### src/rtl/frame_sequencer.sv
// frame_sequencer: animation-frame controller for the POV texture path.
// Steps a pending frame index under MMIO control (play/pause, loop/one-shot,
// rate, frame count, single-step) and commits it to the display only on a
// revolution tick so a frame never changes mid-rotation. The texture-ROM
// base offset is tracked incrementally alongside the index (no multiplier).
module frame_sequencer #(
    parameter int CLK_FREQ   = 100_000_000,
    parameter int MAX_FRAMES = 16,
    parameter int FRAME_SIZE = 3328,
    parameter int IDX_W      = 8,
    parameter int OFS_W      = 16
) (
    input  logic             clk,
    input  logic             reset,
    input  logic             cfg_we,
    input  logic [1:0]       cfg_addr,
    input  logic [31:0]      cfg_wdata,
    input  logic             rev_tick,
    output logic [IDX_W-1:0] frame_idx,
    output logic [OFS_W-1:0] frame_offset,
    output logic             playing,
    output logic             seq_done
);

    localparam int          NF_W       = $clog2(MAX_FRAMES + 1);
    localparam logic [31:0] PERIOD_RST = 32'(CLK_FREQ / 24);

    localparam logic [1:0] A_CTRL    = 2'd0;
    localparam logic [1:0] A_PERIOD  = 2'd1;
    localparam logic [1:0] A_NFRAMES = 2'd2;
    localparam logic [1:0] A_STEP    = 2'd3;

    typedef enum logic [1:0] {S_IDLE, S_RUN, S_HOLD} state_t;

    state_t           state_q;
    logic             play_q, loop_q, seq_done_q;
    logic [31:0]      period_q, timer_q;
    logic [NF_W-1:0]  nframes_q;
    logic [IDX_W-1:0] pend_idx_q, frame_idx_q;
    logic [OFS_W-1:0] pend_ofs_q, frame_ofs_q;

    logic             at_last, expire;
    logic [IDX_W-1:0] adv_idx_d;
    logic [OFS_W-1:0] adv_ofs_d;
    logic [31:0]      nf_clamp_d;

    // Advance candidate (wraps to 0 at the last frame), timer expiry and
    // the clamped frame count for an NFRAMES write.
    always_comb begin
        at_last    = (32'(pend_idx_q) == (32'(nframes_q) - 32'd1));
        expire     = (timer_q >= (period_q - 32'd1));
        adv_idx_d  = at_last ? '0 : pend_idx_q + IDX_W'(1);
        adv_ofs_d  = at_last ? '0 : pend_ofs_q + OFS_W'(FRAME_SIZE);
        nf_clamp_d = cfg_wdata;
        if (cfg_wdata == 32'd0)
            nf_clamp_d = 32'd1;
        else if (cfg_wdata > 32'(MAX_FRAMES))
            nf_clamp_d = 32'(MAX_FRAMES);
    end

    // Sequencer FSM, register file and commit stage. Register-write effects
    // are assigned after the timer/advance logic so they win on collision.
    always_ff @(posedge clk or posedge reset) begin
        if (reset) begin
            state_q     <= S_IDLE;
            play_q      <= 1'b0;
            loop_q      <= 1'b0;
            seq_done_q  <= 1'b0;
            period_q    <= PERIOD_RST;
            nframes_q   <= NF_W'(1);
            timer_q     <= '0;
            pend_idx_q  <= '0;
            pend_ofs_q  <= '0;
            frame_idx_q <= '0;
            frame_ofs_q <= '0;
        end else begin
            seq_done_q <= 1'b0;

            // commit samples the pre-advance pending value
            if (rev_tick) begin
                frame_idx_q <= pend_idx_q;
                frame_ofs_q <= pend_ofs_q;
            end

            case (state_q)
                S_RUN: begin
                    if (expire) begin
                        timer_q <= '0;
                        if (at_last && !loop_q) begin
                            state_q    <= S_HOLD;
                            play_q     <= 1'b0;
                            seq_done_q <= 1'b1;
                        end else begin
                            pend_idx_q <= adv_idx_d;
                            pend_ofs_q <= adv_ofs_d;
                        end
                    end else begin
                        timer_q <= timer_q + 32'd1;
                    end
                end
                default: timer_q <= '0;
            endcase

            if (cfg_we) begin
                case (cfg_addr)
                    A_CTRL: begin
                        loop_q     <= cfg_wdata[1];
                        // a CTRL write in RUN always decides the next state,
                        // so a colliding one-shot finish is dropped
                        seq_done_q <= 1'b0;
                        if (cfg_wdata[2]) begin
                            pend_idx_q <= '0;
                            pend_ofs_q <= '0;
                            timer_q    <= '0;
                        end
                        if (cfg_wdata[0] || (state_q == S_HOLD && cfg_wdata[2])) begin
                            state_q <= S_RUN;
                            play_q  <= 1'b1;
                        end else if (state_q == S_RUN) begin
                            state_q <= S_IDLE;
                            play_q  <= 1'b0;
                        end
                    end
                    A_PERIOD: begin
                        period_q <= (cfg_wdata == 32'd0) ? 32'd1 : cfg_wdata;
                        if (state_q == S_RUN)
                            timer_q <= '0;
                    end
                    A_NFRAMES: begin
                        nframes_q <= NF_W'(nf_clamp_d);
                        if (32'(pend_idx_q) >= nf_clamp_d) begin
                            pend_idx_q <= '0;
                            pend_ofs_q <= '0;
                        end
                    end
                    A_STEP: begin
                        // single step always wraps, regardless of loop
                        if (state_q == S_IDLE) begin
                            pend_idx_q <= adv_idx_d;
                            pend_ofs_q <= adv_ofs_d;
                        end
                    end
                endcase
            end
        end
    end

    assign frame_idx    = frame_idx_q;
    assign frame_offset = frame_ofs_q;
    assign playing      = play_q;
    assign seq_done     = seq_done_q;

endmodule

### config.mk
export PLATFORM = sky130hd
export DESIGN_NAME = frame_sequencer
export DESIGN_NICKNAME = d
export VERILOG_FILES = /design/src/rtl/frame_sequencer.sv
export SDC_FILE = /design/constraint.sdc
export NUM_CORES = 1
export LEC_CHECK = 0
export ABC_AREA = 1
export BUFFER_PORTS_ARGS = -buffer_cell sky130_fd_sc_hd__buf_2
export CAP_MARGIN = 20
export CELL_PAD_IN_SITES_DETAIL_PLACEMENT = 0
export CELL_PAD_IN_SITES_GLOBAL_PLACEMENT = 2
export CORE_AREA = 2 2 179 181
export CTS_CLUSTER_DIAMETER = 80
export DETAILED_ROUTE_END_ITERATION = 8
export DIE_AREA = 0 0 181 183
export PLACE_DENSITY = 0.61
export SLEW_MARGIN = 20
export SYNTH_ARGS = -nofsm -noshare
export SYNTH_HDL_FRONTEND = slang
export SYNTH_SLANG_ARGS = --single-unit
### constraint.sdc
create_clock -name clk -period 3.2 [get_ports clk]
set_input_delay 0.16 -clock clk [delete_from_list [all_inputs] [get_ports clk]]
set_output_delay 0.16 -clock clk [all_outputs]
set_load 0.01 [all_outputs]
# ---- Word-level counts from Yosys, hierarchy flattened
# Cells that the tools add are included.
# Widths: inputs -> output; s select.
dict set report totals {
  register_bits 122
  in_bits 38
  output_inout_bits 26
  elab_cells 81
}
dict set report classes {
  n_addsub 5
  n_lt_le_gt_ge 3
  eq_ne 6
  n_mux 46
  reduce_logical 10
}
# op count
set ops {}
lappend ops {{$mux 32} 8}
lappend ops {{$mux 16} 8}
lappend ops {{$mux 8} 8}
lappend ops {{$pmux 32 s2} 1}
lappend ops {{$pmux 16 s3} 1}
lappend ops {{$add 32x1->32 const B} 1}
lappend ops {{$eq 8x32->1} 1}
lappend ops {{$ge 32x32->1} 1}
lappend ops {{$ge 8x32->1} 1}
lappend ops {{$gt 32x5->1 const B} 1}
lappend ops {{$logic_not 32->1} 1}
lappend ops {{$sub 32x1->32 const B} 1}
lappend ops {{$pmux 8 s3} 1}
lappend ops {{$add 16x12->16 const B} 1}
lappend ops {{$mux 2} 7}
lappend ops {{$mux 1} 12}
lappend ops {{$add 8x1->8 const B} 1}
lappend ops {{$eq 2x2->1 const B} 3}
lappend ops {{$reduce_and 2->1} 3}
lappend ops {{$sub 5x1->6 const B} 1}
lappend ops {{$eq 2x1->1 const B} 2}
lappend ops {{$logic_not 2->1} 2}
lappend ops {{$logic_and 1x1->1} 2}
lappend ops {{$logic_not 1->1} 1}
lappend ops {{$logic_or 1x1->1} 1}

# ---- Longest topological paths before layout
# Gate-level depths: netlist (run 1).
dict set report depth {
  word_depth 10
  depth_mapped 26
  ltp_nobuf 25
}

# ---- Worst setup path after synthesis (run 1)
# Ideal clock, no wire load.
dict set report synth_path {
  path_type {register -> register}
  from {register period_q[0]}
  to {register timer_q[13]}
  setup_ps 121
  arrival_time_ps 3118
  t_required_ps 3079
  setup_slack_ps -39
  stages_incl_launch_ff 23
  n_path_buf 2
  synth_period_minus_slack_ps 3239
  path_cell_list {dfrtp_1 -> inv_1 -> ha_1 -> nand2_1 -> nor3_2 -> nand3_1 -> nor2_2 -> nand2_1 -> nor2_2 -> nand3_1 -> xor2_1 -> ha_1 -> nand2_1 -> nor2_1 -> nand4_1 -> nor4_1 -> nand2_1 -> nand2_2 -> inv_1 -> nand2_1 -> buf_2 -> buf_4 -> nor2_1}
}
dict set report synth_via {
  elab_chain_len 7
  elab_cells_between_ends 8
  classes_between {1 x add/sub; 1 x order compare; 6 x mux}
}
# item line
set synth_rtl {}
lappend synth_rtl {{start, declared} 37} ;# logic [31:0] period_q, timer_q;
lappend synth_rtl {{start signal, assigned} 125} ;# period_q <= (cfg_wdata == 32'd0) ? 32'd1 : cfg_wdata;
lappend synth_rtl {{$sub 32x1->32 *} 51} ;# expire = (timer_q >= (period_q - 32'd1));
lappend synth_rtl {{$ge 32x32->1 *} 51}
lappend synth_rtl {{$mux 32 *} 87} ;# if (expire) begin
lappend synth_rtl {{$mux 32 *} 85} ;# case (state_q)
lappend synth_rtl {{$mux 32 (on tied branches)} {126, 111}}
lappend synth_rtl {{$pmux 32 s2} 105} ;# case (cfg_addr)
lappend synth_rtl {{$mux 32 *} 104} ;# if (cfg_we) begin
lappend synth_rtl {{end signal, assigned} 98} ;# timer_q <= timer_q + 32'd1;
lappend synth_rtl {{end, declared} 37}
# Every way passes the cells marked *; elsewhere a longest branch is shown, timed or not.
# A chain may end at the register's enable or synchronous reset.

# ---- Worst setup path after layout (run 1)
dict set report layout_path {
  from {register period_q[9]}
  to {register pend_idx_q[4]}
}
dict set report layout_via {
  elab_chain_len 7
  elab_cells_between_ends 9
  classes_between {1 x add/sub; 1 x order compare; 7 x mux}
}
# item line
set layout_rtl {}
lappend layout_rtl {{$sub 32x1->32 *} 51}
lappend layout_rtl {{$ge 32x32->1 *} 51}
lappend layout_rtl {{$mux 8 *} 87}
lappend layout_rtl {{$mux 8 *} 85}
lappend layout_rtl {{$mux 8 (on tied branches)} {138, 111, 131}}
lappend layout_rtl {{$pmux 8 s3} 105}
lappend layout_rtl {{$mux 8 *} 104}
lappend layout_rtl {{end signal, assigned} 94} ;# pend_idx_q <= adv_idx_d;
lappend layout_rtl {{end signal, assigned} 139} ;# pend_idx_q <= adv_idx_d;
lappend layout_rtl {{end, declared} 39} ;# logic [IDX_W-1:0] pend_idx_q, frame_idx_q;
# Marked as above.

==> flow_metrics.py, run 1 <==
metrics = {
    "outcome": {
        "status": "finished with violations",
        "violations": "setup timing",
    },
    "place": {
        "port_buffers": 63,
        "hpwl_um": 16650,
        "place_area_mm2": 0.008969,
        "place.gp.congestion": 0.7453,
    },
    "min_path": {
        "holdCritPathClass": "in2reg",
        "hold_end": "period_q[16]$_DFFE_PP1P_",
        "min_path_cells": 3,
        "min_from": "cfg_wdata[16]",
    },
    "power_and_ir_drop": {
        "p_leak_nw": 5.083,
        "vdd_ir_drop_max_mv": 0.2842,
        "power.density_mw_per_mm2": 483.4,
    },
    "worst_setup_path": {
        "crit_required_ns": 3.57,
        "worst-setup-path-type": "reg2reg",
        "cp-end-kind": "register",
        "rrSetupSlack_ns": -0.10,
        "timing.rr.end": "pend_idx_q[4]$_DFF_PP0_",
        "ff2ff_path_depth": 23,
        "critPathLaunchType": "register",
        "cp_max_fo": 10,
        "r2r-start": "period_q[9]$_DFFE_PP0P_",
        "cp.arrival_ns": 3.67,
    },
    "timing": {
        "fin_crit_ns": 3.304,
        "worst_pin_slew_ns": 0.7711,
        "hold_viol_final": 0,
        "timing.hold.ws_ns": 0.01535,
        "clock.fmax_mhz": 302.6,
        "max_slew_margin_pct": 48.59,
        "finalMaxSlewViolations": 0,
        "rsz0062_at_grt": "yes",
        "min_period_over_period_pct": 103.3,
        "setup_viol": 50,
        "worst_slack_ns": -0.1045,
        "skew_ns": 0.01299,
    },
    "final_layout": {
        "nets": 1277,
        "syn2layout_area_growth_pct": 33.30,
        "fin_util_pct": 33.04,
        "postLayoutCellArea_mm2": 0.01032,
        "drive_gt1_share_pct": 23.61,
        "num-fill-cells": 3380,
        "diodes": 0,
        "final_common_cell": "nand2_1",
        "layout_common_cells": "nand2_1 (251), inv_1 (134), nor2_1 (122)",
    },
    "yosys": {
        "synth-seq-cells": 122,
        "synth_area_leaders": "dfrtp_1 (36%), nand2_1 (13%), ha_1 (7.3%)",
        "synth_area_leader_cell": "dfrtp_1",
        "yosysWarningCount": 0,
        "synth_top_area_share_pct": 35.56,
        "mappedNetlistArea_mm2": 0.007740,
        "ys_seq_area_share_pct": 39.64,
        "synth_area_per_cell_um2": 7.529,
        "postSynthCellCount": 1028,
        "synth.distinct_cells": 44,
    },
    "routing": {
        "wire_per_inst_um": 14.13,
        "num_vias": 6813,
        "postRouteAntennaNets": 0,
        "drc": 0,
        "routed_wl_um": 22740,
        "drt_iter0_markers": 281,
        "drtPass1Iterations": 5,
        "avgViaCountPerCell": 4.234,
    },
    "global_routing": {
        "grt_overflow": 0,
        "grt.total_usage_pct": 14.32,
        "antenna_found_initial": 0,
        "grt_max_degree": 106,
        "grt_pass1_wl_um": 37370,
        "grt_pass1_vias": 7039,
    },
    "clock_network": {
        "cts.path.max_buffers": 2,
        "cts_max_level": 4,
        "cts.sinks": 122,
        "cts_tree": "done",
        "clockRootBuffer": "clkbuf_16",
        "insertion_delay_ns": 0.43,
        "clkTransAtPathRegs_ns": 0.06,
        "cts_made_buffers": 17,
    },
    "run": {
        "maxCapViolCount": 0,
    },
    "die": {
        "die_x_um": 181,
        "die_h_um": 183,
        "die-area_mm2": 0.03312,
        "start_util_pct": 24.78,
        "row_count": 65,
        "coreArea_mm2": 0.03123,
        "ios": 64,
    },
}
==> cells by family (layout without fill, tap and decap cells) <==
group | count (synthesis) | after routing | synth area share [%]
other | 1 | 3 | 0.04845
DFF | 122 | 122 | 39.64
AOI/OAI and AO/OA | 103 | 103 | 7.226
muxes | 6 | 6 | 0.8729
xor gates and xnor gates | 62 | 62 | 7.210
adders and majority gates | 45 | 45 | 7.274
buffers and inverters | 168 | 345 | 8.341
and+or+nand+nor | 521 | 521 | 29.39
==> Yosys cell counts, drive strengths merged <==
master and count:
a31o 1, mux2 6, nor3b 2, a21oi 39, nand3b 2, o21a 4
dfstp 12, nor3 25, nand3 41, a21o 1, o21bai 2, buf 9
ha 45, a211oi 3, dfrtp 110, clkinv 1, nand2 274, clkbuf 12
nor2 149, o22ai 1, conb 1, inv 146, o21ai 47, xnor2 16
a31oi 3, nor4 8, xor2 46, nand4 20, o211ai 2
==> registers in the layout (all words and copies together) (netlist names), 2 cells and up <==
signal and count:
pend_ofs_q 16, pend_idx_q 8, period_q 32, state_q 2
timer_q 32, frame_offset 16, nframes_q 5, frame_idx 8
==> final cells by class <==
class / instances / area (µm²) / share of cell area [%]
flip-flops and latches: 122 / 3068 / 29.74
multi-input cells: 740 / 4349 / 42.15
repair buffers: 166 / 1254 / 12.15
clock buffers: 19 / 432.9 / 4.196
well taps: 402 / 503.0 / 4.875
inverters: 147 / 565.5 / 5.481
clock inverters: 13 / 145.1 / 1.407
==> power breakdown <==
part / switching [mW] / internal (mW) / leakage (nW)
Clock: 0.784 / 1.15 / 0.263
Combinational: 0.680 / 0.491 / 3.24
Sequential: 0.168 / 1.71 / 1.58
Total: 1.63 / 3.36 / 5.08
==> worst max path at each step <==
stage / cells past startpoint / start / slack [ns] / end
2_1_floorplan: 22 / period_q[0]$_DFFE_PP0P_ / 0.06 / timer_q[13]$_DFF_PP0_
3_3_place_gp: 22 / period_q[9]$_DFFE_PP0P_ / -0.24 / pend_ofs_q[1]$_DFF_PP0_
3_5_place_dp: 23 / period_q[0]$_DFFE_PP0P_ / -0.38 / pend_ofs_q[7]$_DFF_PP0_
4_1_cts: 23 / period_q[9]$_DFFE_PP0P_ / -0.15 / pend_idx_q[4]$_DFF_PP0_
5_1_grt: 23 / period_q[9]$_DFFE_PP0P_ / -0.44 / pend_ofs_q[12]$_DFF_PP0_
6_report: 23 / period_q[9]$_DFFE_PP0P_ / -0.10 / pend_idx_q[4]$_DFF_PP0_
==> what timing repair did <==
action / in CTS / in global routing
gates cloned: 0 / 1
pin swaps: 7 / 16
endpoints found under the setup margin: 59 / 60
hold endpoints to repair: 40 / 0
buffers inserted: 11 / 5
hold buffers: 28 / 0
resized for setup: 38 / 50
==> stage by stage <==
stage | worst slack, ns | std cells | total power [mW] | setup TNS [ns]
final | -0.1045 | 1609 | 4.988 | -2.191
after global routing | -0.4421 | 1609 | 5.329 | -20.09
after CTS | -0.1472 | 1603 | 5.041 | -5.543
after detailed placement | -0.3774 | 1532 | 2.980 | -17.44
after global placement | -0.2393 | 1532 | 2.988 | -9.516
after floorplan | 0.05565 | 1030 | 2.559 | 0
==> per-layer routing <==
| metal | part of all wire (%) | GRT usage [%] | wire length (µm) |
|---|---|---|---|
| met5 | 0 | 0 | 0 |
| met2 | 50 | 25.34 | 11330 |
| met1 | 47 | 18.08 | 10720 |
| met3 | 2.0 | 2.502 | 461 |
| met4 | 1.0 | 3.642 | 232 |
==> worst max-delay path: stages (launching register included) <==
cell,delay (ns)
dfrtp_1,0.42
nor2_2,0.15
nand2_2,0.07
inv_2,0.05
nand4_1,0.11
nor2_4,0.19
nand4_4,0.12
nor3_4,0.22
nand3_1,0.11
xor2_1,0.16
ha_1,0.31
nand2_2,0.08
nor2_4,0.10
nand4_1,0.12
nor4_2,0.19
nand2_1,0.13
nand2_4,0.12
nand3_4,0.14
nand2_4,0.11
buf_12,0.13
nand2_1,0.05
nand2_1,0.05
nand2_1,0.04
inv_1,0.04
Power figures use the tool's default switching activity.
==> run 2, diff against run 1 <==
--- a/config.mk
+++ b/config.mk
@@ -14,7 +14,8 @@
 export CTS_CLUSTER_DIAMETER = 80
 export DETAILED_ROUTE_END_ITERATION = 8
 export DIE_AREA = 0 0 181 183
-export PLACE_DENSITY = 0.61
+export PLACE_DENSITY_LB_ADDON = 0.1
+export SETUP_SLACK_MARGIN = 0.05
 export SLEW_MARGIN = 20
 export SYNTH_ARGS = -nofsm -noshare
 export SYNTH_HDL_FRONTEND = slang
==> flow_metrics.py, run 2 (synthesized netlist as in run 1, its figures left out) <==
metrics = {
    "power_and_ir_drop": {
        "p_total_mw": 5.092,
        "p_leak_nw": 5.117,
        "power.density_mw_per_mm2": 490.8,
        "vdd_ir_drop_max_mv": 0.3753,
    },
    "global_routing": {
        "grt.total_usage_pct": 15.07,
        "grt_overflow": 0,
        "grt_pass1_vias": 7121,
        "grt_pass1_wl_um": 38790,
        "antenna_found_initial": 0,
        "grt_max_degree": 52,
    },
    "worst_setup_path": {
        "cp-end-kind": "register",
        "worst-setup-path-type": "reg2reg",
        "crit_required_ns": 3.56,
        "cp.arrival_ns": 3.68,
        "cp_max_fo": 8,
        "critPathLaunchType": "register",
        "ff2ff_path_depth": 20,
    },
    "clock_network": {
        "insertion_delay_ns": 0.43,
        "clkTransAtPathRegs_ns": 0.06,
        "cts.sinks": 122,
        "cts.path.max_buffers": 2,
        "cts_max_level": 4,
        "clockRootBuffer": "clkbuf_16",
        "cts_tree": "done",
        "cts_made_buffers": 17,
    },
    "outcome": {
        "status": "finished with violations",
        "violations": "setup timing",
    },
    "final_layout": {
        "diodes": 0,
        "nets": 1276,
        "syn2layout_area_growth_pct": 34.06,
        "fin_util_pct": 33.23,
        "num-fill-cells": 3438,
        "postLayoutCellArea_mm2": 0.01038,
        "drive_gt1_share_pct": 23.96,
        "final_common_cell": "nand2_1",
        "reg.largest.list": "period_q x32, timer_q x32",
        "layout_common_cells": "nand2_1 (252), inv_1 (134), nor2_1 (115)",
    },
    "place": {
        "hpwl_um": 17230,
        "place_area_mm2": 0.008959,
        "place.gp.congestion": 0.7384,
        "dpl_worst_slack_ns": -0.3102,
        "port_buffers": 63,
    },
    "routing": {
        "avgViaCountPerCell": 4.234,
        "drc": 0,
        "num_vias": 6809,
        "drt_iter0_markers": 204,
        "postRouteAntennaNets": 0,
        "wire_per_inst_um": 14.70,
        "routed_wl_um": 23630,
        "drtPass1Iterations": 4,
    },
    "timing": {
        "min_period_over_period_pct": 103.9,
        "finalMaxSlewViolations": 0,
        "worst_pin_slew_ns": 0.9145,
        "clock.fmax_mhz": 300.9,
        "max_slew_margin_pct": 38.90,
        "worst_slack_ns": -0.1232,
        "setup_viol": 53,
        "hold_viol_final": 0,
        "fin_crit_ns": 3.323,
        "skew_ns": 0.01017,
        "rsz0062_at_grt": "yes",
        "fin_tns_setup_ns": -2.660,
    },
    "die": {
        "die_x_um": 181,
        "coreArea_mm2": 0.03123,
        "die_h_um": 183,
        "start_util_pct": 24.78,
        "die-area_mm2": 0.03312,
        "row_count": 65,
        "ios": 64,
    },
    "min_path": {
        "min_path_cells": 3,
        "holdCritPathClass": "in2reg",
    },
    "run": {
        "maxCapViolCount": 0,
    },
}
==> run 2: cell count changes in the layout (fill, tap and decap cells not counted), moves of 3 or more <==
cell / change
clkbuf_8: +5
clkinvlp_4: -3
nor2_1: -7
buf_4: -3
nor2_2: +8
==> run 2: layout make-up <==
class                      instances  area [µm²]  share of cell area, %
tap                              402       503.0                  4.847
sequential                       122        3068                  29.57
timing repair buffer             165        1254                  12.08
multi-input combinational        740        4403                  42.43
inverter                         147       563.0                  5.426
clock inverter                     8       83.83                 0.8079
clock buffer                      24       501.7                  4.835
==> run 2: final timing paths <==
| kind | startpoint | to | slack [ns] |
|---|---|---|---|
| worst max-delay path | period_q[9]$_DFFE_PP0P_ | timer_q[2]$_DFF_PP0_ | -0.12 |
| worst min-delay path | cfg_wdata[22] | period_q[22]$_DFFE_PP0P_ | 0.04 |
| worst max register to register | period_q[9]$_DFFE_PP0P_ | timer_q[2]$_DFF_PP0_ | -0.12 |
| worst min register to register | timer_q[0]$_DFF_PP0_ | timer_q[0]$_DFF_PP0_ | 0.46 |
| max in group asynchronous | reset | period_q[21]$_DFFE_PP1P_ | 1.90 |
| min in group asynchronous | reset | period_q[13]$_DFFE_PP0P_ | 0.47 |
==> run 2: worst max-delay path: stages (launching register included) <==
cell and delay (ns):
dfrtp_1 0.42, nor2_2 0.16, nand2_2 0.08, inv_2 0.06, nand4_1 0.12, nor2_4 0.20, nand4_4 0.13, nor3_4 0.20
nand3_2 0.09, xor2_1 0.15, ha_1 0.31, buf_4 0.15, a21oi_2 0.12, o211ai_1 0.09, nor2_1 0.18, nand2_4 0.11
buf_4 0.15, inv_4 0.07, nand2_8 0.09, buf_12 0.20, nor3b_2 0.14
==> run 2: where the power goes <==
part / switching (mW) / total (mW) / internal (mW) / leakage [nW]
combinational: 0.731 / 1.27 / 0.534 / 3.26
clock: 0.777 / 1.95 / 1.18 / 0.279
sequential: 0.160 / 1.87 / 1.71 / 1.58
==> run 2: per-stage QoR <==
step,hold WS (ns),instances
after detailed placement,0.3936,1534
final,0.03864,1608
after global placement,0.3877,1534
after floorplan,0.2562,1030
after CTS,0.01937,1604
after global routing,0.04613,1608
==> run 2: routing by layer <==
metal	vias to the layer above	GRT usage, %	part of all wire (%)
met5	-	0	0
met1	3174	19.36	48
li1	3582	-	-
met4	0	3.317	0.73
met2	43	26.38	50
met3	10	2.820	1.8
==> run 2: repair_timing <==
action | CTS | global route
endpoints found under the hold margin | 56 | 0
cloned | 2 | 1
setup buffers | 6 | 4
endpoints found under the setup margin | 60 | 60
gates resized for setup | 62 | 36
hold buffers | 30 | 0
pin swaps | 7 | 4
